`config.mk`:
```
export PLATFORM = sky130hd
export DESIGN_NAME = sram_access_ctrl
export DESIGN_NICKNAME = d
export VERILOG_FILES = /design/src/rtl/sram_access_ctrl.sv
export SDC_FILE = /design/constraint.sdc
export NUM_CORES = 1
export LEC_CHECK = 0
export BUFFER_PORTS_ARGS = -buffer_cell sky130_fd_sc_hd__buf_2
export CAP_MARGIN = 20
export CORE_MARGIN = 8
export CORE_UTILIZATION = 53
export CTS_CLUSTER_DIAMETER = 50
export DETAILED_ROUTE_END_ITERATION = 8
export GPL_ROUTABILITY_DRIVEN = 1
export PLACE_DENSITY = 0.93
export SLEW_MARGIN = 15
export SYNTH_ARGS = -nofsm -noshare
export SYNTH_HDL_FRONTEND = slang
export SYNTH_SLANG_ARGS = --single-unit
```
`constraint.sdc`:
```
create_clock -name clk_in -period 4.5 [get_ports clk_in]
set_input_delay 1.35 -clock clk_in [delete_from_list [all_inputs] [get_ports clk_in]]
set_output_delay 1.35 -clock clk_in [all_outputs]
set_load 0.1 [all_outputs]
```
`src/rtl/sram_access_ctrl.sv`:
```
// Single-port async SRAM sequencer: one timed read or write per trigger edge.
// All pin outputs are registered from next-state logic, so strobes have no input-to-output path.
module sram_access_ctrl #(
  parameter int ADDR_W    = 16,
  parameter int SETUP_CYC = 1,
  parameter int PULSE_CYC = 2,
  parameter int HOLD_CYC  = 1
) (
  input  logic              clk_in,
  input  logic              rst_in,
  input  logic              trig_in,
  input  logic              rw_in,
  input  logic [1:0]        bank_in,
  input  logic [ADDR_W-1:0] addr_in,
  input  logic [7:0]        wr_data_in,
  output logic              done_out,
  output logic [7:0]        rd_data_out,
  output logic              rd_valid_out,
  output logic [ADDR_W+1:0] sram_addr_out,
  output logic [7:0]        sram_dq_out,
  output logic              sram_dq_oe,
  input  logic [7:0]        sram_dq_in,
  output logic              sram_ce_n,
  output logic              sram_we_n,
  output logic              sram_oe_n
);

  // state | meaning
  // IDLE  | ready, waiting for a trigger rising edge
  // SETUP | address/CE valid ahead of the strobe
  // PULSE | WE_n or OE_n asserted
  // HOLD  | strobe released, address/data still held
  typedef enum logic [1:0] {IDLE, SETUP, PULSE, HOLD} state_t;

  localparam logic [3:0] SETUP_LD = 4'(SETUP_CYC - 1);
  localparam logic [3:0] PULSE_LD = 4'(PULSE_CYC - 1);
  localparam logic [3:0] HOLD_LD  = 4'(HOLD_CYC - 1);

  state_t            state, state_nxt;
  logic [3:0]        cnt, cnt_nxt;
  logic              trig_d, rw_q, ok_q, rw_nxt, ok_nxt;
  logic [7:0]        rd_cap, rd_cap_nxt, rd_data_nxt, dq_nxt;
  logic [ADDR_W+1:0] addr_nxt;
  logic              rd_valid_nxt, done_nxt, ce_n_nxt, we_n_nxt, oe_n_nxt, dq_oe_nxt;
  logic              cnt_zero;

  assign cnt_zero = (cnt == 4'd0);

  always_comb begin
    state_nxt    = state;
    cnt_nxt      = cnt;
    rw_nxt       = rw_q;
    ok_nxt       = ok_q;
    addr_nxt     = sram_addr_out;
    dq_nxt       = sram_dq_out;
    rd_cap_nxt   = rd_cap;
    rd_data_nxt  = rd_data_out;
    rd_valid_nxt = 1'b0;
    case (state)
      IDLE: begin
        if (trig_in && !trig_d) begin
          state_nxt = SETUP;
          cnt_nxt   = SETUP_LD;
          rw_nxt    = rw_in;
          ok_nxt    = (bank_in != 2'b11);
          addr_nxt  = {bank_in, addr_in};
          dq_nxt    = wr_data_in;
        end
      end
      SETUP: begin
        if (cnt_zero) begin
          state_nxt = PULSE;
          cnt_nxt   = PULSE_LD;
        end else begin
          cnt_nxt = cnt - 4'd1;
        end
      end
      PULSE: begin
        if (cnt_zero) begin
          state_nxt = HOLD;
          cnt_nxt   = HOLD_LD;
          // invalid bank never enables the pad, so report zero instead of floating data
          if (rw_q) rd_cap_nxt = ok_q ? sram_dq_in : 8'h00;
        end else begin
          cnt_nxt = cnt - 4'd1;
        end
      end
      HOLD: begin
        if (cnt_zero) begin
          state_nxt = IDLE;
          if (rw_q) begin
            rd_data_nxt  = rd_cap;
            rd_valid_nxt = 1'b1;
          end
        end else begin
          cnt_nxt = cnt - 4'd1;
        end
      end
      default: state_nxt = IDLE;
    endcase

    done_nxt  = (state_nxt == IDLE);
    ce_n_nxt  = !(!done_nxt && ok_nxt);
    we_n_nxt  = !((state_nxt == PULSE) && !rw_nxt && ok_nxt);
    oe_n_nxt  = !((state_nxt == PULSE) && rw_nxt && ok_nxt);
    dq_oe_nxt = !done_nxt && !rw_nxt && ok_nxt;
  end

  always_ff @(posedge clk_in or negedge rst_in) begin
    if (!rst_in) begin
      state         <= IDLE;
      cnt           <= 4'd0;
      trig_d        <= 1'b0;
      rw_q          <= 1'b0;
      ok_q          <= 1'b0;
      rd_cap        <= 8'h00;
      done_out      <= 1'b1;
      rd_data_out   <= 8'h00;
      rd_valid_out  <= 1'b0;
      sram_addr_out <= '0;
      sram_dq_out   <= 8'h00;
      sram_dq_oe    <= 1'b0;
      sram_ce_n     <= 1'b1;
      sram_we_n     <= 1'b1;
      sram_oe_n     <= 1'b1;
    end else begin
      state         <= state_nxt;
      cnt           <= cnt_nxt;
      trig_d        <= trig_in;
      rw_q          <= rw_nxt;
      ok_q          <= ok_nxt;
      rd_cap        <= rd_cap_nxt;
      done_out      <= done_nxt;
      rd_data_out   <= rd_data_nxt;
      rd_valid_out  <= rd_valid_nxt;
      sram_addr_out <= addr_nxt;
      sram_dq_out   <= dq_nxt;
      sram_dq_oe    <= dq_oe_nxt;
      sram_ce_n     <= ce_n_nxt;
      sram_we_n     <= we_n_nxt;
      sram_oe_n     <= oe_n_nxt;
    end
  end

endmodule

```
==> run metrics, run 1 <==
status finished clean; final setup fails 0; vias per inst between 5 and 6; CTS Buf Count 9; Port Buffer Count 77; synth top area cells dfrtp_1, mux2_2, mux2i_1, dfstp_2, inv_1; Clock Sinks 57; die outline height 82.2 µm; Synth cell types 31; GP Congestion ~0.75; CP Cell Sequence buf_2 -> nor4b_4 -> buf_4 -> mux2_2 -> nand2_1; initial core utilization a little over half; GRT Total Usage between 15 and 20%; worst min-delay path category flop to flop; worst-path fanout max 17; setup_tns 0 ns; CP arrival 2.97 ns; Pre-antenna DRT Iters 4; number of synthesized flops with an enable pin 0; Synth Instances 164; Clock Skew 0.00681 ns; register area between 1000 and 1500 µm²; yosys warns 0; layout cell share with drive strength beyond 1 54.5%; Routed Antenna Nets 0; clock slew seen by the registers of the worst setup and hold paths ~0.06 ns; ANT cells 0; startpoint types primary input; max incr delay on CP 0.69 ns; Worst Path Buf+Inv 2; vias in the first global route 1768; first-pass GRT wire length approximately 8300 µm; syn_nets 203; Max-Cap Viols 0; Yosys top cell area share between 50% and 60%; nets@finish between 200 and 300; die area roughly 6800 µm²; clk_lat worst skew 0.32 ns; Post CTS Setup Buffer Count 0; Multi-input gate area 816 µm²; Avg WL per Cell 16.4 µm; largest net degree at the start of global routing 34; slew at the pin closest to its max-slew limit 0.835 ns; slowest CP cell nor4b_4; Longest Clk Path Bufs 2; crit path time final 2.72 ns; Tcrit/Tclk final 60.3%; asr flop ratio synth 100%; Yosys reg bits 57; Root Buffer clkbuf_8; syn avg cell area 14.2 µm²; DRT Wirelength 5000 µm; register area share after synthesis 61.6%; Primary FF master, synth dfrtp_1; initial antenna violation count 0; RSZ-0062 raised after global routing no; I/O Pins between 70 and 80; max-slew violations 0; Initial DRC Count 99; DRC 0; worst setup path class primary input to flop; mapped cell area roughly 2300 µm²; H-tree depth 3; hold buffers post-CTS 0; Fin. Hold Viols 0; CTS tree built; GRT Residual Overflow 0; max_slew headroom 44.1%; Die X roughly 82 µm; synth cell count leaders dfrtp_1, mux2_2, inv_1, mux2i_1, nand2_1; total core area 4290 µm²; number of fill cells between 200 and 300; hpwl dp 3750 µm; most common cell in the synthesized netlist dfrtp_1; post-CTS sizing 0; f_max 368 MHz; cell row count 24; crit end category flop; Synth area leader dfrtp_1; Crit path max-delay family simple AND/OR/NAND/NOR gates; Crit path required time 4.75 ns; via count 1567; Layout area overhead 26.5%
==> metal layers <==
metal  global-route usage [%]  vias up  wire length [µm]  share of wire (%)
li1                         -      734                 -                  -
met1                     17.5      777              1820                 36
met2                     27.8       49              2750                 55
met3                     6.17        7               361                7.2
met4                     6.84        0                68                1.4
met5                        0        -                 0                  0
==> placed cells by master (no fill, tap or decap), types with 3 or more instances in the layout <==
cell type  netlist  final
buf_2            3     77
dfrtp_1         53     53
mux2_2          36     36
inv_1           14     14
nand2_1         11     11
mux2i_1         11     11
clkbuf_8         0     11
dfstp_2          4      4
nand3_1          3      3
clkbuf_1         1      3
==> metrics by stage <==
stage	worst slack (ns)	area, µm²	utilization, %	instances	hold WS (ns)
CTS	1.79	2940	68.5	305	0.502
global route	1.66	2940	68.5	305	0.510
detailed placement	1.47	2770	64.4	289	0.488
global placement	1.50	2770	64.4	289	0.483
floorplan	2.21	2320	-	164	0.481
finish	1.78	2940	68.5	305	0.500
==> layout make-up <==
cell class,count,area share [%]
Sequential cell,57,48.7
Tap cell,52,2.21
Inverter,14,1.79
Timing Repair Buffer,79,13.6
Clock buffer,14,5.53
Clock inverter,2,0.426
Multi-Input combinational cell,87,27.7
==> flip-flops by register name, indices dropped and copies added (netlist names) <==
| register | count |
|---|---|
| rd_valid_out | 1 |
| rw_q | 1 |
| sram_addr_out | 18 |
| cnt | 4 |
| trig_d | 1 |
| state | 2 |
| sram_we_n | 1 |
| sram_ce_n | 1 |
| sram_dq_out | 8 |
| sram_dq_oe | 1 |
| rd_cap | 8 |
| ok_q | 1 |
| done_out | 1 |
| sram_oe_n | 1 |
| rd_data_out | 8 |
==> final timing paths <==
path                                            start                          to  slack [ns]  cells past startpoint
setup reg to reg                   state[1]$_DFF_PN0_         sram_ce_n$_DFF_PN1_        2.19                      4
min in group asynchronous                      rst_in      rd_valid_out$_DFF_PN0_        1.02                      1
max in group asynchronous                      rst_in         sram_ce_n$_DFF_PN1_        2.61                      2
hold / removal             rd_data_out[5]$_DFFE_PN0P_  rd_data_out[5]$_DFFE_PN0P_        0.50                      1
setup / recovery                              trig_in         sram_ce_n$_DFF_PN1_        1.78                      5
hold reg to reg            rd_data_out[5]$_DFFE_PN0P_  rd_data_out[5]$_DFFE_PN0P_        0.50                      1
==> cells by family (layout without fill, tap and decap cells) <==
kind of cell / count (synthesis) / after routing / synth area share [%]
DFF: 57 / 57 / 61.6
and+or+nand+nor: 28 / 28 / 8.77
buffers and inverters: 20 / 109 / 3.71
xor gates and xnor gates: 1 / 1 / 0.377
adders and majority gates: 1 / 1 / 0.538
AOI/OAI and AO/OA: 10 / 10 / 2.85
muxes: 47 / 47 / 22.2
Power of run 1 is not shown: default switching activity piles up to over one toggle a cycle in this logic, so the estimate is an artifact.
==> run 2, diff against run 1 <==
--- a/config.mk
+++ b/config.mk
@@ -8,11 +8,11 @@
 export BUFFER_PORTS_ARGS = -buffer_cell sky130_fd_sc_hd__buf_2
 export CAP_MARGIN = 20
 export CORE_MARGIN = 8
-export CORE_UTILIZATION = 53
+export CORE_UTILIZATION = 49
 export CTS_CLUSTER_DIAMETER = 50
 export DETAILED_ROUTE_END_ITERATION = 8
 export GPL_ROUTABILITY_DRIVEN = 1
-export PLACE_DENSITY = 0.93
+export PLACE_DENSITY = 0.88
 export SLEW_MARGIN = 15
 export SYNTH_ARGS = -nofsm -noshare
 export SYNTH_HDL_FRONTEND = slang
==> constraint.sdc (replaced) <==
create_clock -name clk_in -period 2.7 [get_ports clk_in]
set_input_delay 0.81 -clock clk_in [delete_from_list [all_inputs] [get_ports clk_in]]
set_output_delay 0.81 -clock clk_in [all_outputs]
set_load 0.1 [all_outputs]
==> run 2 against run 1 <==
Critical path depth fell by 4. Hold slack worse by 0.0029 ns. Critical endpoint is now sram_oe_n. Routed wire length grew 0.92%. Global-route usage shrank 1.3 points.
==> run metrics, run 2 (synthesis gave the netlist of run 1 again) <==
status finished clean; R2R cell count 5 (+1); worst setup path class flop to output pin; max_slew headroom 57.1% (+13 points); total core area 4660 µm² (+8.5%); Crit path required time 1.89 ns (-2.86 ns); hold buffers post-CTS 0 (unchanged); Port Buffer Count 77 (unchanged); vias in the first global route 1764 (-0.23%); Clock Skew 0.00579 ns (-0.00101 ns); Worst Path Buf+Inv 1 (-1); slew at the pin closest to its max-slew limit 0.643 ns (-0.192 ns); Clock Sinks 57 (unchanged); hold path depth 1 (unchanged); R2R Setup Slk 0.80 ns (-1.39 ns); clk_lat worst skew 0.32 ns (about the same); Fin. Hold Viols 0 (unchanged); first-pass GRT wire length 8310 µm (+0.67%); Pre-antenna DRT Iters 4 (unchanged); slowest CP cell dfstp_2; Die X 84.9 µm (+3.2%); final setup fails 0 (unchanged); GRT Residual Overflow 0 (unchanged); Longest Clk Path Bufs 2 (unchanged); CP Cell Sequence buf_2; Layout area overhead 26.3%; worst r2r src cnt[0]$_DFFE_PN0P_; Levels on crit path 1 (-4); H-tree depth 3 (unchanged); die area 7200 µm² (+6.5%); Routed Antenna Nets 0 (unchanged); crit path time final 2.07 ns; GRT Total Usage 14.9% (-1.3 points); cell row count 25 (+4.2%); Max-Cap Viols 0 (unchanged); Tcrit/Tclk final 76.5%; RSZ-0062 raised after global routing no; max-slew violations 0 (unchanged); startpoint types flop; hpwl dp 3740 µm (-0.39%); CTS tree built; I/O Pins 78 (unchanged); largest net degree at the start of global routing 31 (-8.8%); DRT Wirelength 5050 µm (+0.92%); worst-path fanout max 1 (-16); via count 1554 (-0.83%); crit end category output pin; CP arrival 1.26 ns (-1.71 ns); DRC 0 (unchanged); WHS Endpoint rd_data_out[2]$_DFFE_PN0P_; clock slew seen by the registers of the worst setup and hold paths 0.06 ns (about the same); commonest non-fill, non-tap cell in the layout buf_2; worst min-delay path category flop to flop; ANT cells 0 (unchanged); setup_tns 0 ns (unchanged); Hold Path Origin rd_data_out[2]$_DFFE_PN0P_; die outline height 84.9 µm (+3.2%); nets@finish 288 (+0.35%); CTS Buf Count 9 (unchanged); GP Congestion 0.754 (+1.2%); Crit path max-delay family flip-flops; most frequent cells in the layout buf_2, dfrtp_1, mux2_2; max FFs per register 18 (unchanged); vias per inst 5.06 (-1.5%); Post CTS Setup Buffer Count 0 (unchanged); max incr delay on CP 0.52 ns (-0.17 ns); initial antenna violation count 0 (unchanged); post-CTS sizing 0 (unchanged); initial core utilization 49.9% (-4.3 points); worst reg2reg endpoint rd_data_out[5]$_DFFE_PN0P_; Avg WL per Cell 16.4 µm (+0.26%); Initial DRC Count 114 (+15%); Root Buffer clkbuf_8; layout cell share with drive strength beyond 1 53.8% (-0.79 points); Reg with most FFs sram_addr_out; f_max 484 MHz
## run 2: cell types whose count changed in the layout (fill, tap and decap cells not counted), sizes merged
cell | before | now
clkinvlp | 1 | 0
buf | 79 | 80
## run 2: layout make-up
| class | instances | area, µm² |
|---|---|---|
| clock buffer | 14 | 143 |
| clock inverter | 1 | 5.00 |
| fill | 338 | 1730 |
| inverter | 14 | 52.6 |
| multi-input combinational | 87 | 816 |
| sequential | 57 | 1430 |
| tap | 54 | 67.6 |
| timing repair buffer | 80 | 420 |
## run 2: per-layer routing
metal / track usage [%] / vias up / wire (µm)
met1: 14.9 / 761 / 1960
met4: 8.25 / 0 / 94
met3: 5.89 / 10 / 323
met2: 25.8 / 43 / 2670
met5: 0 / - / 0
li1: - / 740 / -
## run 2: how the worst max path moves through the flow
stage,start,endpoint,slack (ns)
global route,sram_oe_n$_DFF_PN1_,sram_oe_n,0.58
finish,sram_oe_n$_DFF_PN1_,sram_oe_n,0.63
global placement,trig_in,sram_ce_n$_DFF_PN1_,0.79
detailed placement,trig_in,sram_ce_n$_DFF_PN1_,0.74
CTS,sram_oe_n$_DFF_PN1_,sram_oe_n,0.61
floorplan,trig_in,sram_addr_out[10]$_DFFE_PN0P_,0.95
## run 2: metrics by stage
step / setup WS (ns) / util, % / instances / hold slack, ns / area [µm²]
after floorplan: 0.949 / - / 164 / 0.481 / 2320
after global placement: 0.792 / 59.8 / 292 / 0.484 / 2790
after detailed placement: 0.742 / 59.8 / 292 / 0.488 / 2790
after CTS: 0.608 / 63.0 / 307 / 0.502 / 2940
after global routing: 0.581 / 63.0 / 307 / 0.516 / 2940
final: 0.633 / 63.0 / 307 / 0.497 / 2940
Power of run 2 is left out for the same reason.
